===== src/rtl/div_pkg.sv =====
// Shared types and helpers for the sequential restoring divider.
// Helpers work on 64-bit values; callers cast the result back to their width.
package div_pkg;

   typedef enum logic [2:0] {IDLE, ITER, FIX, DONE, ZERO} state_e;

   // Smallest width that can hold the value n (i.e. clog2(n+1)).
   function automatic int cnt_w(input int n);
      int w;
      w = 0;
      for (int i = 0; i < 31; i++)
         if ((1 << i) < n + 1) w = i + 1;
      return w;
   endfunction

   function automatic logic [63:0] neg(input logic [63:0] v);
      return ~v + 64'd1;
   endfunction

   // Two's-complement magnitude of a w-bit value held in the low bits of v.
   // abs(MIN) comes out as 2^(w-1), which still fits as an unsigned w-bit value.
   function automatic logic [63:0] abs_val(input logic [63:0] v, input int w);
      return v[w-1] ? neg(v) : v;
   endfunction

endpackage


===== src/rtl/div_step.sv =====
// One restoring division step: shift in the next dividend bit, trial-subtract the divisor.
module div_step #(
   parameter int WL = 8
) (
   input  logic [WL-1:0] i_rh,
   input  logic          i_bit,
   input  logic [WL-1:0] i_d,
   output logic [WL-1:0] o_rh,
   output logic          o_q
);

   // The shifted partial remainder needs one extra bit so the compare cannot wrap.
   logic [WL:0]   w_sh;
   logic [WL-1:0] w_diff;

   assign w_sh   = {i_rh, i_bit};
   assign o_q    = (w_sh >= {1'b0, i_d});
   // When the subtraction is taken the true result is below d, so WL bits suffice.
   assign w_diff = w_sh[WL-1:0] - i_d;
   assign o_rh   = o_q ? w_diff : w_sh[WL-1:0];

endmodule


===== src/rtl/seq_restoring_divider.sv =====
// Multi-cycle restoring divider with signed/unsigned mode, start/ready/done handshake,
// divide-by-zero and signed-overflow flags. One operation in flight at a time.
module seq_restoring_divider
   import div_pkg::*;
#(
   parameter int WL        = 8,
   parameter bit SIGNED_EN = 1'b1
) (
   input  logic          CLK,
   input  logic          RST,
   input  logic          start,
   input  logic          signed_mode,
   input  logic [WL-1:0] dividend,
   input  logic [WL-1:0] divisor,
   output logic          ready,
   output logic          busy,
   output logic          done,
   output logic [WL-1:0] quotient,
   output logic [WL-1:0] remainder,
   output logic          div_by_zero,
   output logic          overflow
);

   localparam int CW = cnt_w(WL);

   state_e        r_state;
   logic [CW-1:0] r_cnt;
   logic [WL-1:0] r_rh, r_rl, r_d, r_dvd;
   logic          r_neg_q, r_neg_r, r_ovf;
   logic          r_ready, r_done, r_dbz, r_ov;
   logic [WL-1:0] r_q, r_r;

   logic          w_sgn;
   logic [WL-1:0] w_abs_n, w_abs_d, w_rh_nxt, w_q_fix, w_r_fix;
   logic          w_qbit;

   assign w_sgn   = SIGNED_EN && signed_mode;
   assign w_abs_n = w_sgn ? WL'(abs_val(64'(dividend), WL)) : dividend;
   assign w_abs_d = w_sgn ? WL'(abs_val(64'(divisor), WL))  : divisor;
   // Truncating division: quotient sign from the operand signs, remainder follows the dividend.
   assign w_q_fix = r_neg_q ? WL'(neg(64'(r_rl))) : r_rl;
   assign w_r_fix = r_neg_r ? WL'(neg(64'(r_rh))) : r_rh;

   div_step #(.WL(WL)) u_step (
      .i_rh  (r_rh),
      .i_bit (r_rl[WL-1]),
      .i_d   (r_d),
      .o_rh  (w_rh_nxt),
      .o_q   (w_qbit)
   );

   always_ff @(posedge CLK or negedge RST) begin
      if (!RST) begin
         r_state <= IDLE;
         r_cnt   <= '0;
         r_rh    <= '0;
         r_rl    <= '0;
         r_d     <= '0;
         r_dvd   <= '0;
         r_neg_q <= 1'b0;
         r_neg_r <= 1'b0;
         r_ovf   <= 1'b0;
         r_ready <= 1'b1;
         r_done  <= 1'b0;
         r_q     <= '0;
         r_r     <= '0;
         r_dbz   <= 1'b0;
         r_ov    <= 1'b0;
      end else begin
         r_done <= 1'b0;
         case (r_state)
            IDLE: begin
               if (start) begin
                  r_dvd   <= dividend;
                  r_d     <= w_abs_d;
                  r_rl    <= w_abs_n;
                  r_rh    <= '0;
                  r_cnt   <= CW'(WL);
                  r_neg_q <= w_sgn && (dividend[WL-1] ^ divisor[WL-1]);
                  r_neg_r <= w_sgn && dividend[WL-1];
                  r_ovf   <= w_sgn && (dividend == {1'b1, {(WL-1){1'b0}}}) && (&divisor);
                  r_ready <= 1'b0;
                  r_state <= (divisor == '0) ? ZERO : ITER;
               end
            end
            ITER: begin
               // Quotient bits shift into rl as the dividend bits shift out of it.
               r_rh  <= w_rh_nxt;
               r_rl  <= {r_rl[WL-2:0], w_qbit};
               r_cnt <= r_cnt - CW'(1);
               if (r_cnt == CW'(1)) r_state <= FIX;
            end
            FIX: begin
               r_q     <= w_q_fix;
               r_r     <= w_r_fix;
               r_dbz   <= 1'b0;
               r_ov    <= r_ovf;
               r_done  <= 1'b1;
               r_state <= DONE;
            end
            ZERO: begin
               r_q     <= '1;
               r_r     <= r_dvd;
               r_dbz   <= 1'b1;
               r_ov    <= 1'b0;
               r_done  <= 1'b1;
               r_state <= DONE;
            end
            DONE: begin
               r_ready <= 1'b1;
               r_state <= IDLE;
            end
            default: begin
               r_ready <= 1'b1;
               r_state <= IDLE;
            end
         endcase
      end
   end

   assign ready       = r_ready;
   assign busy        = ~r_ready;
   assign done        = r_done;
   assign quotient    = r_q;
   assign remainder   = r_r;
   assign div_by_zero = r_dbz;
   assign overflow    = r_ov;

endmodule


===== config.mk =====
export PLATFORM = sky130hd
export DESIGN_NAME = seq_restoring_divider
export DESIGN_NICKNAME = d
export VERILOG_FILES = /design/src/rtl/div_pkg.sv /design/src/rtl/div_step.sv /design/src/rtl/seq_restoring_divider.sv
export SDC_FILE = /design/constraint.sdc
export NUM_CORES = 1
export LEC_CHECK = 0
export ABC_CLOCK_PERIOD_IN_PS = 2400
export CAP_MARGIN = 20
export CORE_MARGIN = 2
export CORE_UTILIZATION = 42
export DETAILED_ROUTE_END_ITERATION = 10
export GPL_TIMING_DRIVEN = 0
export SLEW_MARGIN = 15
export SYNTH_ARGS = -nofsm -noshare
export SYNTH_HDL_FRONTEND = slang
export SYNTH_SLANG_ARGS = --single-unit

===== constraint.sdc =====
create_clock -name CLK -period 2.4 [get_ports CLK]
set_clock_uncertainty 0.15 [all_clocks]
set_input_delay 0.48 -clock CLK [delete_from_list [all_inputs] [get_ports CLK]]
set_output_delay 0.48 -clock CLK [all_outputs]
set_load 0.01 [all_outputs]

==> run_results.csv <==
group,metric,value,unit
pwr,maximum_vdd_ir_drop,0.000585,V
sta,slew-limit-headroom,52.7,%
finish,antenna-diode-count,0,
die,die_h,94.6,µm
placement,io_buffer_count,40,
logic_synthesis,syn-instance-count,376,
critical_path,crit_path_max_incr_delay,0.45,ns
die,row_count,33,
placement,place_ws,-0.0735,ns
die,die_area,8960,µm²
logic_synthesis,synth.distinct_cells,46,
finish,final_net_count,467,
cts,cts_tree,"yes",
finish,area.growth.synth_to_final,23.7,%
die,starting_density,42.6,%
global_routing,initial_antenna_violation_count,0,
cts,clkSlewWorstSetupHoldPaths,0.07,ns
run,drv.max_cap_violation_count,0,
die,ios,41,
finish,final_util,52.7,%
logic_synthesis,synth-edff-count,0,
route,detail_route.first_pass.iterations,4,
die,dieWidth,94.6,µm
logic_synthesis,synth-async-reset-ratio,100,%
finish,drive_above_1_share,8.49,%
global_routing,gr-total-overflow,0,
cts,clk-insertion-delay-late,0.33,ns
critical_path,worstPathMaxFanout,6,
sta,finalWorstPathRequiredPeriod,2.34,ns
global_routing,vias_in_the_first_global_route,2790,
critical_path,timing.setup.critical_path_class,"reg -> reg",
sta,grt_setup_unrepaired,"false",
critical_path,setup.worst_path.start_class,"flop",
route,vias_per_cell,5.35,
critical_path,critical_path.slowest_cell,"sky130_fd_sc_hd__dfrtp_1",
route,detailroute.via_count,2892,
sta,timing_hold_violations_final,0,
pwr,power,6.09,mW
sta,worstMarginPinSlew,0.706,ns
pwr,cellPowerDensity,1430,nW/µm²
critical_path,worstPathRequired,2.47,ns
logic_synthesis,yosysWarnings,0,
critical_path,critical-path-top-delay-family,"compound AO/OA/AOI/OAI gates",
route,drt_initial_violations,155,
die,core,8090,µm²
logic_synthesis,postSynthRegisterBits,62,
placement,placed_cells,522,
global_routing,global_route_wire_length_before_repair,14100,µm
sta,setup-violations-final,0,
route,total_wirelength,8630,µm
cts,clock_sinks,62,
global_routing,grt_max_degree,48,
status,status,"finished, final reports clean",
cts,clockRootBuffer,"sky130_fd_sc_hd__clkbuf_8",
cts,htree_levels,3,
pwr,cellLeakagePower,1.85,nW
route,post_route_drc,0,
logic_synthesis,synthesis.area_per_instance,9.18,µm²
critical_path,cp_cell_sequence,"ha_1 -> o21a_1 -> o31a_1 -> o21ai_4 -> a31oi_2 -> and3_1 -> a221o_1",
critical_path,critPathCaptureType,"flop",
placement,dp.final_hpwl,6330,µm
sta,timing_max_transition_violations_final,0,
route,routedWlPerCell,15.9,µm
critical_path,critPathArrivalTime,2.41,ns
route,drtAntennaViolNets,0,
logic_synthesis,syn_std_cell_area,3450,µm²
placement,place.gp.congestion,0.842,
logic_synthesis,synth_fp_nets,412,
cts,cts_buffer_depth,2,
sta,final_worst_path_period_share,97.6,%
sta,layout_setup_ws,0.0581,ns
critical_path,worst-path-buf-inv,0,
logic_synthesis,primary_ff_master_synth,"sky130_fd_sc_hd__dfrtp_1",
finish,post_route_insts_no_fill,541,
sta,timing.fmax,427,MHz
cts,cts-buffers-inserted,9,
global_routing,track_usage,20.7,%
logic_synthesis,synth-seq-area-share,45.0,%
min_path,hold_class,"reg -> reg",
-- cell families after synthesis --
logic type / synth area share [%]
AO/OA/AOI/OAI: 18.9
XOR/XNOR: 6.85
adder cells (fa/ha/maj): 6.02
buffers and inverters: 4.28
AND/OR/NAND/NOR: 16.4
multiplexers: 2.61
flip-flops: 45.0
-- what timing repair did --
| item | 4_1_cts | 5_1_grt |
|---|---|---|
| cloned | 0 | 1 |
| hold buffers | 1 | 0 |
| setup buffers | 1 | 0 |
| endpoints found under the setup margin | 2 | 8 |
| hold endpoints to repair | 15 | 0 |
| pin swaps | 2 | 1 |
| resized for setup | 3 | 7 |
-- per-stage QoR --
stage	TNS, ns	hold slack, ns	instance area (µm²)
floorplan	0	0.0344	3450
global placement	-86.32	0.310	3980
detailed placement	-0.534	0.210	4010
CTS	0	0.334	4240
global route	0	0.356	4270
finish	0	0.327	4270
-- synthesized netlist by cell type, types with 2 or more instances --
cell | instances | area, µm²
sky130_fd_sc_hd__nor3b_1 | 3 | 22.5
sky130_fd_sc_hd__xnor2_1 | 15 | 131
sky130_fd_sc_hd__nor2_1 | 28 | 105
sky130_fd_sc_hd__dfrtp_1 | 61 | 1530
sky130_fd_sc_hd__xor2_1 | 12 | 105
sky130_fd_sc_hd__a22o_1 | 3 | 26.3
sky130_fd_sc_hd__nor4_1 | 2 | 12.5
sky130_fd_sc_hd__a21oi_1 | 21 | 105
sky130_fd_sc_hd__clkbuf_1 | 10 | 37.5
sky130_fd_sc_hd__o21a_1 | 2 | 15.0
sky130_fd_sc_hd__nor2b_1 | 4 | 25.0
sky130_fd_sc_hd__and3_1 | 3 | 18.8
sky130_fd_sc_hd__buf_2 | 4 | 20.0
sky130_fd_sc_hd__mux2i_1 | 9 | 90.1
sky130_fd_sc_hd__o21ai_0 | 40 | 200
sky130_fd_sc_hd__inv_1 | 23 | 86.3
sky130_fd_sc_hd__ha_1 | 15 | 188
sky130_fd_sc_hd__nand3b_1 | 2 | 15.0
sky130_fd_sc_hd__a221o_1 | 4 | 40.0
sky130_fd_sc_hd__nand2_1 | 54 | 203
sky130_fd_sc_hd__a22oi_1 | 14 | 105
sky130_fd_sc_hd__nor3_1 | 11 | 55.1
sky130_fd_sc_hd__o31ai_1 | 7 | 52.6
sky130_fd_sc_hd__nand3_1 | 7 | 35.0
-- power breakdown --
part           leakage (nW)  switching (mW)  internal [mW]  total [mW]
registers             0.762           0.409           1.52        1.93
logic                 0.992            1.73           1.51        3.24
clock network        0.0979           0.379          0.539       0.918
-- flip-flops by register name, summed over array words and instances (netlist names), 3 cells and up --
name       flops
remainder      8
r_rh           8
r_state        3
r_d            8
r_dvd          8
r_cnt          4
quotient       8
r_rl           8
-- metal layers --
metal / vias up / global-route usage [%] / routed length, µm
li1: 1432 / - / -
met1: 1388 / 28.9 / 4240
met3: 9 / 3.67 / 283
met2: 63 / 32.2 / 3970
met5: - / 0 / 0
met4: 0 / 8.09 / 132
-- placed cells by master (no fill, tap or decap), types with 4 or more instances in the layout --
master	Yosys	routed
sky130_fd_sc_hd__dfrtp_1	61	59
sky130_fd_sc_hd__mux2i_1	9	9
sky130_fd_sc_hd__a22oi_1	14	14
sky130_fd_sc_hd__o31ai_1	7	7
sky130_fd_sc_hd__nand2_1	54	54
sky130_fd_sc_hd__nor2_1	28	28
sky130_fd_sc_hd__a21oi_1	21	20
sky130_fd_sc_hd__clkbuf_8	0	11
sky130_fd_sc_hd__xor2_1	12	12
sky130_fd_sc_hd__xnor2_1	15	15
sky130_fd_sc_hd__clkbuf_1	10	14
sky130_fd_sc_hd__nor2b_1	4	4
sky130_fd_sc_hd__ha_1	15	12
sky130_fd_sc_hd__clkdlybuf4s50_1	0	39
sky130_fd_sc_hd__nor3_1	11	11
sky130_fd_sc_hd__nand3_1	7	7
sky130_fd_sc_hd__inv_1	23	22
sky130_fd_sc_hd__a221o_1	4	4
sky130_fd_sc_hd__o21ai_0	40	39
sky130_fd_sc_hd__buf_2	4	4
-- cell type report --
type                            count  area (µm²)
Tap cell                          105         131
Clock buffer                       15         166
Fill cell                         782        3820
Sequential cell                    62        1560
Timing Repair Buffer               43         443
Inverter                           24        90.1
Clock inverter                      1        30.0
Buffer                             14        57.6
Multi-Input combinational cell    277        1790
-- path summary, 6_finish.rpt --
kind	endpoint	startpoint	depth (start not counted)	slack, ns
worst max-delay path	r_rh[3]	r_rh[1]	7	0.06
worst min register to register	remainder[0]	remainder[0]	2	0.33
min in group asynchronous	remainder[2]	RST	2	0.39
worst min-delay path	remainder[0]	remainder[0]	2	0.33
worst max register to register	r_rh[3]	r_rh[1]	7	0.06
max in group asynchronous	ready	RST	3	1.15
-- worst min-delay path: stages, from the launching register on --
cell and delay (ns):
sky130_fd_sc_hd__dfrtp_1 0.34, sky130_fd_sc_hd__nand2_1 0.05, sky130_fd_sc_hd__nand2_1 0.05
No activity file was read; power rests on OpenSTA's default activity.
